==> src/rtl/cnn1d_result_sink.sv <==
// Purpose : terminates the cnn1d classifier stream; per frame reports argmax class and top-1/top-2 margin, keeps worn-tool counters and a sticky alarm.
// Latency : result valid the cycle after the last logit of a frame is accepted; minimum frame period NUM_NEURONS+1 cycles.
// Backpressure: input ready drops while a result is held; the result stays stable until sink_ready_out, and input bubbles just stall.
//
// Ports:
//   clk, rst                          clock, synchronous active-high reset
//   sink_valid_in/data_in/ready_in    logit stream in, one signed logit per beat
//   sink_valid_out/ready_out          result handshake
//   sink_class_out, sink_margin_out   argmax index, best minus second-best (unsigned, DATA_WIDTH+1 bits)
//   alarm_clear, alarm                clear strobe and sticky worn alarm
//   frame_count, worn_count           saturating frame / worn-frame counters
module cnn1d_result_sink #(
    parameter int DATA_WIDTH      = 32,
    parameter int FRACTION        = 24,
    parameter int NUM_NEURONS     = 2,
    parameter int WORN_CLASS      = 1,
    parameter int ALARM_THRESHOLD = 3,
    parameter int COUNT_WIDTH     = 16
) (
    input  logic                           clk,
    input  logic                           rst,
    input  logic                           sink_valid_in,
    input  logic [DATA_WIDTH-1:0]          sink_data_in,
    output logic                           sink_ready_in,
    output logic                           sink_valid_out,
    input  logic                           sink_ready_out,
    output logic [$clog2(NUM_NEURONS)-1:0] sink_class_out,
    output logic [DATA_WIDTH:0]            sink_margin_out,
    input  logic                           alarm_clear,
    output logic                           alarm,
    output logic [COUNT_WIDTH-1:0]         frame_count,
    output logic [COUNT_WIDTH-1:0]         worn_count
);

    localparam int IDX_W  = $clog2(NUM_NEURONS);
    localparam int CONS_W = $clog2(ALARM_THRESHOLD + 1);

    localparam logic [IDX_W-1:0]      LAST_IDX = IDX_W'(NUM_NEURONS - 1);
    localparam logic [IDX_W-1:0]      WORN_IDX = IDX_W'(WORN_CLASS);
    localparam logic [CONS_W-1:0]     CONS_MAX = CONS_W'(ALARM_THRESHOLD);
    localparam logic [DATA_WIDTH-1:0] MOST_NEG = {1'b1, {(DATA_WIDTH-1){1'b0}}};

    // Parameter sanity, caught at elaboration.
    if (NUM_NEURONS < 2 || NUM_NEURONS > 64) begin : g_bad_neurons
        $error("cnn1d_result_sink: NUM_NEURONS must be 2..64");
    end
    if (ALARM_THRESHOLD < 1) begin : g_bad_threshold
        $error("cnn1d_result_sink: ALARM_THRESHOLD must be >= 1");
    end
    if (WORN_CLASS < 0 || WORN_CLASS >= NUM_NEURONS) begin : g_bad_worn
        $error("cnn1d_result_sink: WORN_CLASS out of range");
    end
    if (FRACTION < 0 || FRACTION > DATA_WIDTH) begin : g_bad_fraction
        $error("cnn1d_result_sink: FRACTION out of range");
    end

    typedef enum logic {
        ST_ACCUM = 1'b0,
        ST_EMIT  = 1'b1
    } state_t;

    state_t                        state_q, state_d;
    logic [IDX_W-1:0]              idx_q, idx_d;
    logic signed [DATA_WIDTH-1:0]  best_q, best_d;
    logic signed [DATA_WIDTH-1:0]  second_q, second_d;
    logic [IDX_W-1:0]              best_idx_q, best_idx_d;
    logic [COUNT_WIDTH-1:0]        frame_q, frame_d;
    logic [COUNT_WIDTH-1:0]        worn_q, worn_d;
    logic [CONS_W-1:0]             cons_q, cons_d;
    logic                          alarm_q, alarm_d;

    logic signed [DATA_WIDTH-1:0]  data_s;
    logic                          beat_acc;
    logic                          res_hs;
    logic                          is_worn;

    assign data_s   = sink_data_in;
    assign beat_acc = sink_valid_in && sink_ready_in;
    assign res_hs   = sink_valid_out && sink_ready_out;
    assign is_worn  = (best_idx_q == WORN_IDX);

    // Ready is gated by rst so nothing is taken while the block is being reset.
    assign sink_ready_in  = (state_q == ST_ACCUM) && !rst;
    assign sink_valid_out = (state_q == ST_EMIT);
    assign sink_class_out = best_idx_q;
    // best >= second always holds, so a one-bit sign extension of both
    // operands gives the exact non-negative difference in DATA_WIDTH+1 bits.
    assign sink_margin_out = {best_q[DATA_WIDTH-1], best_q} - {second_q[DATA_WIDTH-1], second_q};
    assign alarm       = alarm_q;
    assign frame_count = frame_q;
    assign worn_count  = worn_q;

    // Frame accumulation FSM: running top-2 tracking over the beats.
    always_comb begin
        state_d    = state_q;
        idx_d      = idx_q;
        best_d     = best_q;
        second_d   = second_q;
        best_idx_d = best_idx_q;
        case (state_q)
            ST_ACCUM: begin
                if (beat_acc) begin
                    if (idx_q == '0) begin
                        best_d     = data_s;
                        best_idx_d = '0;
                        second_d   = MOST_NEG;
                    end else if (data_s > best_q) begin
                        // Strict compare: on a tie the earlier index keeps the lead.
                        second_d   = best_q;
                        best_d     = data_s;
                        best_idx_d = idx_q;
                    end else if (data_s > second_q) begin
                        second_d = data_s;
                    end
                    if (idx_q == LAST_IDX) begin
                        idx_d   = '0;
                        state_d = ST_EMIT;
                    end else begin
                        idx_d = idx_q + IDX_W'(1);
                    end
                end
            end
            ST_EMIT: begin
                if (sink_ready_out) begin
                    state_d = ST_ACCUM;
                end
            end
            default: begin
                state_d = ST_ACCUM;
            end
        endcase
    end

    // Statistics, advanced only on the result handshake.
    always_comb begin
        frame_d = frame_q;
        worn_d  = worn_q;
        cons_d  = cons_q;
        alarm_d = alarm_q;
        if (res_hs) begin
            if (!(&frame_q)) begin
                frame_d = frame_q + COUNT_WIDTH'(1);
            end
            if (is_worn) begin
                if (!(&worn_q)) begin
                    worn_d = worn_q + COUNT_WIDTH'(1);
                end
                if (cons_q != CONS_MAX) begin
                    cons_d = cons_q + CONS_W'(1);
                end
            end else begin
                cons_d = '0;
            end
            if (cons_d == CONS_MAX) begin
                alarm_d = 1'b1;
            end
        end
        // Clear has priority over a same-cycle setting handshake.
        if (alarm_clear) begin
            alarm_d = 1'b0;
            cons_d  = '0;
        end
    end

    always_ff @(posedge clk) begin
        if (rst) begin
            state_q    <= ST_ACCUM;
            idx_q      <= '0;
            best_q     <= '0;
            second_q   <= '0;
            best_idx_q <= '0;
            frame_q    <= '0;
            worn_q     <= '0;
            cons_q     <= '0;
            alarm_q    <= 1'b0;
        end else begin
            state_q    <= state_d;
            idx_q      <= idx_d;
            best_q     <= best_d;
            second_q   <= second_d;
            best_idx_q <= best_idx_d;
            frame_q    <= frame_d;
            worn_q     <= worn_d;
            cons_q     <= cons_d;
            alarm_q    <= alarm_d;
        end
    end

endmodule

==> config.mk <==
export PLATFORM = sky130hd
export DESIGN_NAME = cnn1d_result_sink
export DESIGN_NICKNAME = d
export VERILOG_FILES = /design/src/rtl/cnn1d_result_sink.sv
export SDC_FILE = /design/constraint.sdc
export NUM_CORES = 1
export LEC_CHECK = 0
export ABC_AREA = 1
export CORE_ASPECT_RATIO = 0.7
export CORE_MARGIN = 1
export CORE_UTILIZATION = 33
export CTS_CLUSTER_DIAMETER = 30
export DETAILED_ROUTE_END_ITERATION = 7
export HOLD_SLACK_MARGIN = 0.1
export MAX_ROUTING_LAYER = met4
export PLACE_DENSITY_LB_ADDON = 0.1
export SYNTH_ARGS = -nofsm -noshare
export SYNTH_HDL_FRONTEND = slang
export SYNTH_SLANG_ARGS = --single-unit
==> constraint.sdc <==
create_clock -name clk -period 3.7 [get_ports clk]
set_input_delay 0.37 -clock clk [delete_from_list [all_inputs] [get_ports clk]]
set_output_delay 0.37 -clock clk [all_outputs]
set_load 0.01 [all_outputs]
==> results of run 1 <==
[path summary, 6_finish.rpt]
kind / depth (start not counted) / startpoint / to
setup / recovery: 16 / best_q[0] / sink_margin_out[24]
hold / removal: 2 / alarm / alarm
setup reg to reg: 14 / best_q[21] / second_q[9]
hold reg to reg: 2 / alarm / alarm
[registers in the layout (all words and copies together) (netlist names)]
signal          flops
alarm               1
best_q             32
cons_q              2
frame_count        16
idx_q               1
second_q           32
sink_class_out      1
sink_valid_out      1
worn_count         16
[cells by family (layout without fill, tap and decap cells)]
group | count (synthesis) | after routing | share of synthesized area
buf+inv | 232 | 326 | 0.118
simple gates | 659 | 659 | 0.321
fa+ha+maj | 99 | 99 | 0.148
xor+xnor | 30 | 30 | 0.0312
compound gates | 211 | 211 | 0.139
flops | 102 | 102 | 0.243
[cell usage in the layout (no fill, tap or decap), types with 3 or more instances in the layout]
master           count
ha_1                98
nand2_1            281
o2111ai_1            3
dfxtp_1            101
o21ai_0             57
nand2_2              3
o21a_1              12
o21ai_1             19
clkbuf_16            9
nor3_1              17
nand3_2              3
a31oi_1              3
clkdlybuf4s50_1    105
xnor2_1              7
inv_1              192
xor2_1              23
buf_4               10
nor4_1               6
nor3b_1              4
buf_12               3
o21bai_1             8
nor2_1             269
nand4_1              8
nand3_1             60
a21o_1               6
a21oi_1             89
[routing by layer]
metal	track usage	part of all wire	vias to the layer above
met3	0.0378	0.044	7
met5	-	0	-
met2	0.308	0.41	153
met1	0.296	0.54	3690
li1	-	-	4428
met4	0.0337	0.0054	0
[stage by stage]
stage / setup TNS [ps] / worst slack (ps) / utilization / power, mW
4_1_cts: 0 / 58.8 / 0.403 / 4.22
5_1_grt: -24.7 / -24.7 / 0.405 / 4.52
3_3_place_gp: 0 / 324 / 0.392 / 3.22
3_5_place_dp: 0 / 285 / 0.392 / 3.22
2_1_floorplan: 0 / 1120 / - / 2.45
6_report: 0 / 160 / 0.405 / 4.19
[what timing repair did]
action,in CTS,in global routing
resized for setup,4,7
pin swaps,2,0
setup endpoints to repair,3,7
[power by group through the flow]
stage	Sequential, mW	Clock, mW	Combinational (mW)
final	1.21	0.969	2.01
after detailed placement	1.24	0	1.98
after global placement	1.24	0	1.98
after global routing	1.22	1.05	2.24
after floorplan	1.22	0	1.23
after CTS	1.21	1.01	2.00
[area by class of cell]
cell class / instances / share of cell area
Multi-Input combinational cell: 999 / 0.538
Sequential cell: 102 / 0.203
Timing Repair Buffer: 118 / 0.118
Inverter: 194 / 0.0724
Tap cell: 325 / 0.0404
Clock buffer: 10 / 0.0228
Clock inverter: 4 / 0.00485
[critical path, stage by stage, from the launching register on]
cell and delay [ps]:
dfxtp_2 360, inv_1 50, ha_1 230, fa_2 390, o21ai_4 180, a21o_1 180, nand2_1 70, nand2_2 130
nand2_1 60, nand2_1 110, nand3_1 90, nand2_1 120, nand2_1 60, nand2_1 80, nor2_1 50, nor2_1 100
clkdlybuf4s50_1 550
==> flow_metrics.tcl, run 1 <==
set metrics [dict create \
    status "finished, violations left" \
    violations "DRC" \
    hold_ws_ps 455 \
    hp-class "reg2reg" \
    start_util 0.338 \
    grt_usage 0.208 \
    end_kind "primary output" \
    synth_seq_cells 102 \
    async_flop_share 0 \
    ys_seq_area_frac 0.243 \
    clk_path_buf_depth 2 \
    path_clk_slew_ps 70 \
    rows 48 \
    fin_cells 1752 \
    port_buffers 105 \
    synth_warnings 0 \
    ff_latch_area_sq_um 2040 \
    crit_type "reg2out" \
    syn_area_sq_um 8420 \
    max-cap-violations 0 \
    finClkSkew_ps 11.4 \
    globalplace.congestion 0.884 \
    ff2ff_setup_slack_ps 1030 \
    synth_nets 1469 \
    fmax_mhz 282 \
    via_count 8278 \
    antenna_found_initial 0 \
    multi_input_area_sq_um 5420 \
    viasPerCell 4.72 \
    firstDrtPassIters 7 \
    drcViolationCount 4 \
    clock_latency_ps 360 \
    cts_setup_buffers 0 \
    p_leak_nw 4.54 \
    grt_pass1_vias 7796 \
    power.density_nw_per_um2 416 \
    synthCells 1333 \
    die_w_um 193 \
    setup_violations 0 \
    core_area_sq_um 24900 \
    finalInstanceArea_sq_um 10100 \
    synth_largest_area_cell "dfxtp_1" \
    syn_avg_cell_area_sq_um 6.31 \
    cp_max_fo 4 \
    vdd_ir_drop_max_v 0.000227 \
    design.die.area_sq_um 26200 \
    swShare 0.395 \
    synth.area.top_cells "dfxtp_1 24%, ha_1 15%, nand2_1 13%" \
    grt_overflow 0 \
    fillCellCount 2733 \
    cts_made_buffers 9 \
    start_kind "flip-flop" \
    grt_first_pass_wirelength_um 41400 \
    critPathRequiredTime_ps 3330 \
    drt-wirelength-per-cell_um 14.6 \
    comb_power_share 0.479 \
    seqPwrFrac 0.290 \
    pwr-share-clk 0.231 \
    drive_gt1_frac 0.0357 \
    die_y_um 136 \
    drt_wl_total_um 25500 \
    fin_crit_sh 0.957 \
    post_dp_cell_area_sq_um 9740 \
    crit_arrival_ps 3170 \
    ios 106 \
    dpl.hpwl_um 19300 \
    yosysTopAreaCellShare 0.243 \
    rsz0062_at_grt "true" \
    yosysUniqueCellTypes 42 \
    place_inst 1738 \
    slew_violations 0 \
    drt_iter0_drc 434 \
    synth_edf_count 0 \
    ant_nets 0 \
    grt_max_degree 56 \
    postCtsHoldBufs 0 \
    htreeDepth 3 \
    maxSlewHeadroom 0.505 \
    cts_sinks 102 \
    period_minus_slack_ps 3540 \
    finalHoldViolCount 0 \
    synthTopCellsByCount "282 x nand2_1, 269 x nor2_1, 193 x inv_1" \
    tritoncts "yes" \
    synth_most_common_cell "nand2_1" \
    synthFlopType "dfxtp_1" \
    tightestPinTransition_ps 741 \
    p_switching_mw 1.66 \
    clock-root-buffer "clkbuf_16" \
    diodes 0 \
    area_delta_synth_final_pct 19.5 \
    intPower_mw 2.53 \
    final_nets 1560 \
]
Note: power is estimated with default switching activity, not from simulation.
==> run 2, diff against run 1 <==
==> constraint.sdc (replaced) <==
create_clock -name clk -period 4.1 [get_ports clk]
set_input_delay 0.41 -clock clk [delete_from_list [all_inputs] [get_ports clk]]
set_output_delay 0.41 -clock clk [all_outputs]
set_load 0.01 [all_outputs]
==> flow_metrics.tcl, run 2 (synthesized netlist as in run 1, its figures left out) <==
set metrics [dict create \
    postCtsResizedCells 0 \
    viasPerCell 4.73 \
    post_dp_cell_area_sq_um 9700 \
    status "finished, violations left" \
    critPathRequiredTime_ps 3690 \
    fmax_mhz 264 \
    grt_first_pass_wirelength_um 40600 \
    period_minus_slack_ps 3780 \
    start_util 0.338 \
    power.density_nw_per_um2 376 \
    path_cells "inv_1, ha_1, fa_1, o21ai_2, a21o_1, nand2_1, nand2_2, nand2_1, nand2_1, nand3_1, nand2_1, nand2_1, nand2_1, nor2_1, nor2_1, clkdlybuf4s50_1" \
    finalInstanceArea_sq_um 10000 \
    grt_usage 0.206 \
    violations "DRC" \
    final_cell_mix "281 x nand2_1, 269 x nor2_1, 192 x inv_1" \
    maxSlewHeadroom 0.472 \
    vdd_ir_drop_max_v 0.000210 \
    drt_iter0_drc 398 \
    ios 106 \
    clock-root-buffer "clkbuf_16" \
    hp-class "reg2reg" \
    cts_setup_buffers 0 \
    finalHoldViolCount 0 \
    cts_made_buffers 9 \
    tritoncts "yes" \
    via_count 8294 \
    die_w_um 193 \
    pre_cts_ws_ps 642 \
    crit_arrival_ps 3370 \
    start_kind "flip-flop" \
    drcViolationCount 4 \
    drt_wl_total_um 25400 \
    htreeDepth 3 \
    grt_pass1_vias 7666 \
    postCtsHoldBufs 0 \
    area_delta_synth_final_pct 18.8 \
    die_y_um 136 \
    drive_gt1_frac 0.0336 \
    rsz0062_at_grt "false" \
    path_clk_slew_ps 80 \
    design.die.area_sq_um 26200 \
    max-cap-violations 0 \
    slew_violations 0 \
    port_buffers 105 \
    multi_input_area_sq_um 5390 \
    cp_max_fo 4 \
    finClkSkew_ps 13.2 \
    cts_sinks 102 \
    drt-wirelength-per-cell_um 14.5 \
    ant_nets 0 \
    diodes 0 \
    clock_latency_ps 370 \
    fin_ws_ps 319 \
    final_nets 1559 \
    grt_max_degree 66 \
    core_area_sq_um 24900 \
    grt_overflow 0 \
    rows 48 \
    firstDrtPassIters 7 \
    clk_path_buf_depth 2 \
    setup_violations 0 \
    crit_slowest_cell "clkdlybuf4s50_1" \
    p_leak_nw 4.53 \
    cp_common_cell "nand2_1" \
    antenna_found_initial 0 \
    tightestPinTransition_ps 791 \
    final_common_cell "nand2_1" \
    globalplace.congestion 0.897 \
    dpl.hpwl_um 19300 \
    crit_type "reg2out" \
    critPathMaxStageDelay_ps 540 \
    fillCellCount 2762 \
    ff_latch_area_sq_um 2040 \
    reg_top3 "best_q: 32 flops, second_q: 32 flops" \
    fin_crit_sh 0.922 \
    fin_tns_setup_ps 0 \
    end_kind "primary output" \
]
-- run 2: report_power, final --
group / internal (mW) / switching [mW] / leakage (nW)
Combinational: 0.752 / 1.03 / 3.55
Sequential: 1.05 / 0.0445 / 0.835
Clock: 0.441 / 0.445 / 0.146
Total: 2.24 / 1.52 / 4.53
-- run 2: layout make-up --
cell class,instances,area share
well taps,325,0.0407
flip-flops and latches,102,0.204
repair buffers,117,0.114
clock inverters,6,0.00538
clock buffers,10,0.0239
multi-input cells,999,0.539
inverters,194,0.0728
-- run 2: final timing paths --
| path | startpoint | end | slack (ps) | cells after the start |
|---|---|---|---|---|
| min | alarm | alarm | 460 | 2 |
| max | best_q[0] | sink_margin_out[24] | 320 | 16 |
| min reg2reg | alarm | alarm | 460 | 2 |
| max reg2reg | best_q[31] | second_q[6] | 1210 | 16 |
-- run 2: per-stage QoR --
stage	hold slack, ps	utilization	power (mW)	cells
after detailed placement	453	0.390	2.89	1737
after CTS	467	0.402	3.81	1753
after global routing	496	0.402	4.05	1753
after global placement	458	0.390	2.89	1737
final	461	0.402	3.76	1753
after floorplan	454	-	2.21	1333
-- run 2: layer usage --
layer | share of wire | routed length, um | vias up | track usage
li1 | - | - | 4431 | -
met1 | 0.55 | 13900 | 3716 | 0.301
met2 | 0.41 | 10400 | 135 | 0.296
met3 | 0.036 | 903 | 12 | 0.0332
met4 | 0.0065 | 164 | 0 | 0.0328
met5 | 0 | 0 | - | -
-- run 2: critical path, delay by kind of cell (launching register included) --
kind / cells / cell delay (ps)
DFF: 1 / 390
and+or+nand+nor: 10 / 910
adders and majority gates: 2 / 680
AOI/OAI and AO/OA: 2 / 410
buffers and inverters: 2 / 600
==> run 3, diff against run 2 <==
--- a/config.mk
+++ b/config.mk
@@ -6,6 +6,7 @@
 export NUM_CORES = 1
 export LEC_CHECK = 0
 export ABC_AREA = 1
+export CAP_MARGIN = 20
 export CORE_ASPECT_RATIO = 0.7
 export CORE_MARGIN = 1
 export CORE_UTILIZATION = 33
==> results of run 3 <==
No change in the layout: final DEF, timing and power equal those of run 2.
==> variant 1: new RTL, settings of run 2 <==
Register the output `frame_count` once more, with the module's reset; this adds one clock of latency there. The other outputs are not delayed to match.
--- a/src/rtl/cnn1d_result_sink.sv
+++ b/src/rtl/cnn1d_result_sink.sv
@@ -88,5 +88,11 @@
     assign sink_margin_out = {best_q[DATA_WIDTH-1], best_q} - {second_q[DATA_WIDTH-1], second_q};
     assign alarm       = alarm_q;
-    assign frame_count = frame_q;
+    always_ff @(posedge clk) begin
+        if (rst) begin
+            frame_count <= '0;
+        end else begin
+            frame_count <= frame_q;
+        end
+    end
     assign worn_count  = worn_q;
 
Formal check against the unedited RTL: not equivalent (Yosys sat finds a counterexample within 4 cycles, from zero or initial values and one cycle with rst high).
==> variant 1 against run 2 <==
  * Cell area is 7.3% higher
  * Sequential cell count is 16 higher
  * Cell count is 3.9% higher
  * Sequential share of layout area is 1.6 points higher
  * Die area is 3.8% higher
  * Wire length is 4.0% higher
  * Utilization is 1.2 points higher
  * Setup slack worse by 120 ps
  * Power is 25% higher
  * Area after synthesis is 3.9% higher
==> variant 1: results (changes against run 2) <==
- Yosys warnings: 0 (unchanged)
- The largest fanout on the critical path came to 4 (unchanged).
- The number of buffers on the longest clock path came to 2 (unchanged).
- Worst ir drop on vdd: 0.326 mV (+56%)
- Signal arrival time at the worst endpoint: 3490 ps (+120 ps)
- HPWL after detailed placement: 19800 um (+2.6%)
* Worst Skew: 13.4 ps (+0.246 ps)
- Register area share after synthesis: 0.270 (+0.0276)
- The most critical setup path has its startpoint at best_q[0].
- The routed length per instance came to 14.5 um (about the same).
* Number of max-capacitance violations reported: 0 (unchanged)
- The fraction of final layout cells with drive strength greater than 1 is 0.0416 (+0.00802).
* Root buffer cell: sky130_fd_sc_hd__clkbuf_16
* Total number of vias: 8488 (+2.3%)
- Clock-pin slew of the registers on the worst-case setup and hold paths: 60 ps (-20 ps)
* Final non-filler cell total: 1822 (+3.9%)
- The min-delay analysis places its worst path in the category reg -> reg.
- The number of buffers inserted during clock tree synthesis came to 17 (+8).
- The wire length of the first global-routing pass was 42500 um (+4.6%).
- Main area contributors after synthesis: sky130_fd_sc_hd__dfxtp_1 (27%), sky130_fd_sc_hd__ha_1 (14%), sky130_fd_sc_hd__nor2_1 (12%)
- The number of antenna violations at the first check in global routing is 0 (unchanged).
* Worst Reg-to-Reg Cells: 15 (-1)
- The peak per-stage delay on the critical path was 540 ps (about the same).
* Count of buffers inserted at the top-level ports: 105 (unchanged)
- The final-layout fill cell count came to 2818 (+2.0%).
* Final RePlAce weighted congestion: 0.873 (-2.7%)
- The async set or reset register ratio after synthesis is 0 (unchanged).
* Leakage power figure: 0.00491 uW (+8.4%)
- Antenna Diode Count: 0 (unchanged)
- In the final layout, the registers with the most flip-flops are best_q x32, second_q x32.
* Post-synth cell types: 40 (-4.8%)
- Via count of the first global-routing pass: 7965 (+3.9%)
* Headroom to the max-slew limit: 0.478 (+0.00518)
- Setup crit end: sink_margin_out[24]
* Slowest cell on the critical path: sky130_fd_sc_hd__clkdlybuf4s50_1
- In this run the critical register-to-register path is launched from best_q[27].
- The CTS H-tree depth came to 4 (+1).
* Global-route usage over all layers: 0.205 (-0.000267)
- Worst-Skew Late Latency: 430 ps (+60 ps)
- DR pass1 iterations: 6 (-1)
- The average instance area after synthesis is 6.46 sq um (+2.3%).
- Pin count of the biggest net entering global routing: 46 (-30%)
- The net count of the finished layout was 1588 (+1.9%).
* R2R setup slack: 1260 ps (+50 ps)
- The commonest cells after synthesis are sky130_fd_sc_hd__nor2_1 (282), sky130_fd_sc_hd__nand2_1 (268), sky130_fd_sc_hd__inv_1 (200), sky130_fd_sc_hd__dfxtp_1 (118), sky130_fd_sc_hd__ha_1 (98).
- Outcome: finished clean
- Syn_nets: 1490 (+1.4%)
- Total cell area at the placement stage: 10100 sq um (+3.9%)
* Reg-to-reg endpoint: second_q[15]
* Iteration-0 DRC Markers: 521 (+31%)
-- variant 1: stage by stage --
stage               hold slack [ps]   util  power (uW)  setup slack (ps)
floorplan                       433      -        2380              1470
global placement                439  0.390        3080               669
detailed placement              439  0.390        3080               678
CTS                             450  0.414        4750               209
global route                    476  0.415        5020              4.67
finish                          447  0.415        4720               198
-- variant 1: cell type report --
cell class / count / area, sq um / share of cell area
multi-input cells: 996 / 5360 / 0.499
flip-flops and latches: 118 / 2360 / 0.220
repair buffers: 119 / 1170 / 0.109
inverters: 200 / 751 / 0.0700
clock buffers: 20 / 467 / 0.0435
well taps: 357 / 447 / 0.0416
clock inverters: 12 / 174 / 0.0162
-- variant 1: how the worst min path moves through the flow --
stage / start / endpoint / slack (ps) / cells after the start
CTS: alarm / alarm / 450 / 2
floorplan: frame_q[2] / frame_q[2] / 430 / 1
global route: alarm / alarm / 480 / 2
finish: alarm / alarm / 450 / 2
detailed placement: alarm / alarm / 440 / 2
global placement: alarm / alarm / 440 / 2
-- variant 1: timing repair --
item	in CTS	in global routing
endpoints found under the hold margin	0	0
endpoints found under the setup margin	0	1
resized for setup	0	0
setup buffers	0	1
-- variant 1: power by group --
group / switching (uW) / internal [uW]
clock: 586 / 1060
combinational: 1050 / 765
sequential: 43.9 / 1210
-- variant 1: worst max-delay path, delay by kind of cell (launching register included) --
family / cells / cell delay (ps)
AND/OR/NAND/NOR: 10 / 970
buffers and inverters: 2 / 600
AO/OA/AOI/OAI: 2 / 420
adder cells (fa/ha/maj): 2 / 690
flip-flops: 1 / 390
-- variant 1: cell families after synthesis --
logic type      synth area share
buf+inv                    0.117
xor+xnor                  0.0301
fa+ha+maj                  0.143
flops                      0.270
simple gates               0.308
compound gates             0.132
-- variant 1: routing by layer --
layer	vias up	part of all wire	track usage
met1	3805	0.56	0.307
met4	0	0.0067	0.0407
met2	157	0.39	0.282
met5	-	0	-
met3	15	0.044	0.0393
li1	4511	-	-
==> variant 2: new RTL, config.mk and constraints of run 2 <==
Without the edit above. Set the parameter `COUNT_WIDTH` to 14 (it was 16).
--- a/src/rtl/cnn1d_result_sink.sv
+++ b/src/rtl/cnn1d_result_sink.sv
@@ -16,5 +16,5 @@
     parameter int WORN_CLASS      = 1,
     parameter int ALARM_THRESHOLD = 3,
-    parameter int COUNT_WIDTH     = 16
+    parameter int COUNT_WIDTH     = 14
 ) (
     input  logic                           clk,
Ports: changed (resized frame_count and worn_count); port bits go from 106 to 102. No check against the original RTL was run, so the function may have changed too.
==> variant 2 against run 2 <==
  * Register-to-register slack worse by 260 ps
  * Area after synthesis is 2.9% lower
  * Sequential cell count fell by 4
  * Wire length is 1.6% lower
  * First-iteration DRC count grew 2.5%
  * Power rose by 0.25%
  * Critical path depth stayed put
  * Cell area down 2.6%
  * Utilization up 0.36 points
  * Setup slack got worse by 48 ps
==> variant 2: results (changes against run 2) <==
* Outcome: finished clean
* NumNets Final: 1517 (-2.7%)
* Count of buffers inserted at the top-level ports: 101 (-3.8%)
- Worst ir drop on vdd: 0.252 mV (+20%)
- The average vias per placed instance was 4.67 (-1.3%).
- The met3 track demand over resource in global routing is 0.0313 (-0.00180).
- The post-synth net total came to 1431 (-2.6%).
* CTS resizes: 1 (+1)
- The routed metal-1 wire length is 13800 um (-1.3%).
- The static leakage power is 0.00454 uW (+0.36%).
- Main area contributors after synthesis: sky130_fd_sc_hd__dfxtp_1 (24%), sky130_fd_sc_hd__ha_1 (15%), sky130_fd_sc_hd__nand2_1 (12%)
- Adder-cell share of the synthesized area: 0.153 (+0.00444)
- The number of cells in the design after placement is 1686 (-2.9%).
- Pin count of the biggest net entering global routing: 66 (unchanged)
- In this run the critical register-to-register path is launched from best_q[27].
* Headroom to the max-slew limit: 0.432 (-0.0402)
- DR pass1 iterations: 5 (-2)
- The worst-case clock skew came to 10.3 ps (-2.83 ps).
- The depth of the worst hold-timing path is 2 (unchanged).
- R2R setup slack: 950 ps (-260 ps)
- Commonest cells in the synthesized netlist: sky130_fd_sc_hd__nand2_1 (272), sky130_fd_sc_hd__nor2_1 (269), sky130_fd_sc_hd__inv_1 (188), sky130_fd_sc_hd__dfxtp_1 (98), sky130_fd_sc_hd__ha_1 (98)
- The wire length of the first global-routing pass was 40400 um (-0.54%).
* Switching component of the power: 1490 uW (-2.0%)
* Via count of the first global-routing pass: 7441 (-2.9%)
* Final RePlAce weighted congestion: 0.871 (-2.9%)
* Post-synthesis compound-gate area fraction: 0.137 (-0.00209)
* Met2 Track Usage GR: 0.290 (-0.00575)
* Global Route met1 Usage: 0.312 (+0.0108)
- The number of violations reported at the end of detailed-routing iteration 0 was 408 (+2.5%).
* Register area share after synthesis: 0.240 (-0.00252)
- The placed wire-length estimate is 19000 um (-1.4%).
* Syn_area_per_cell: 6.31 sq um (about the same)
- Synth Area in XOR/XNOR: 0.0311 (-0.000135)
* Total number of vias: 7953 (-4.1%)
* Reg-to-reg endpoint: second_q[25]
- The routed length per instance was 14.7 um (+1.3%).
==> variant 2: changes by cell type in the layout (fill, tap and decap cells not counted), moves of 4 or more <==
cell and change:
sky130_fd_sc_hd__inv_1 -5, sky130_fd_sc_hd__nor3_1 -4, sky130_fd_sc_hd__clkdlybuf4s50_1 -4, sky130_fd_sc_hd__a21oi_1 -9
sky130_fd_sc_hd__dfxtp_1 -4, sky130_fd_sc_hd__nor4_1 -4, sky130_fd_sc_hd__nand2_1 -9, sky130_fd_sc_hd__o21ai_1 -6
sky130_fd_sc_hd__o21ai_0 +5
==> variant 2: per-stage QoR <==
stage | total power [uW] | area (sq um) | utilization | setup WS (ps) | hold slack [ps]
after floorplan | 2180 | 8170 | - | 1470 | 440
after global placement | 2860 | 9410 | 0.392 | 274 | 440
after detailed placement | 2860 | 9410 | 0.392 | 315 | 447
after CTS | 3810 | 9720 | 0.405 | 132 | 458
after global routing | 4070 | 9740 | 0.406 | 7.86 | 486
final | 3770 | 9740 | 0.406 | 270 | 453
==> variant 2: area by class of cell <==
type	instances	area, sq um	area share
clock buffer	12	256	0.0263
clock inverter	3	47.5	0.00488
inverter	188	707	0.0726
multi-input combinational	971	5240	0.538
sequential	98	1960	0.202
tap	318	398	0.0409
timing repair buffer	113	1130	0.116
==> variant 2: power groups by stage <==
stage / logic, uW / clock network, uW / registers [uW]
3_3_place_gp: 1790 / 0 / 1080
6_report: 1800 / 913 / 1060
2_1_floorplan: 1110 / 0 / 1060
3_5_place_dp: 1780 / 0 / 1080
4_1_cts: 1800 / 955 / 1060
5_1_grt: 2020 / 986 / 1070
==> variant 2: logic make-up after synthesis <==
| kind of cell | after synthesis |
|---|---|
| compound gates | 201 |
| xor+xnor | 29 |
| fa+ha+maj | 99 |
| buf+inv | 226 |
| flops | 98 |
| simple gates | 642 |
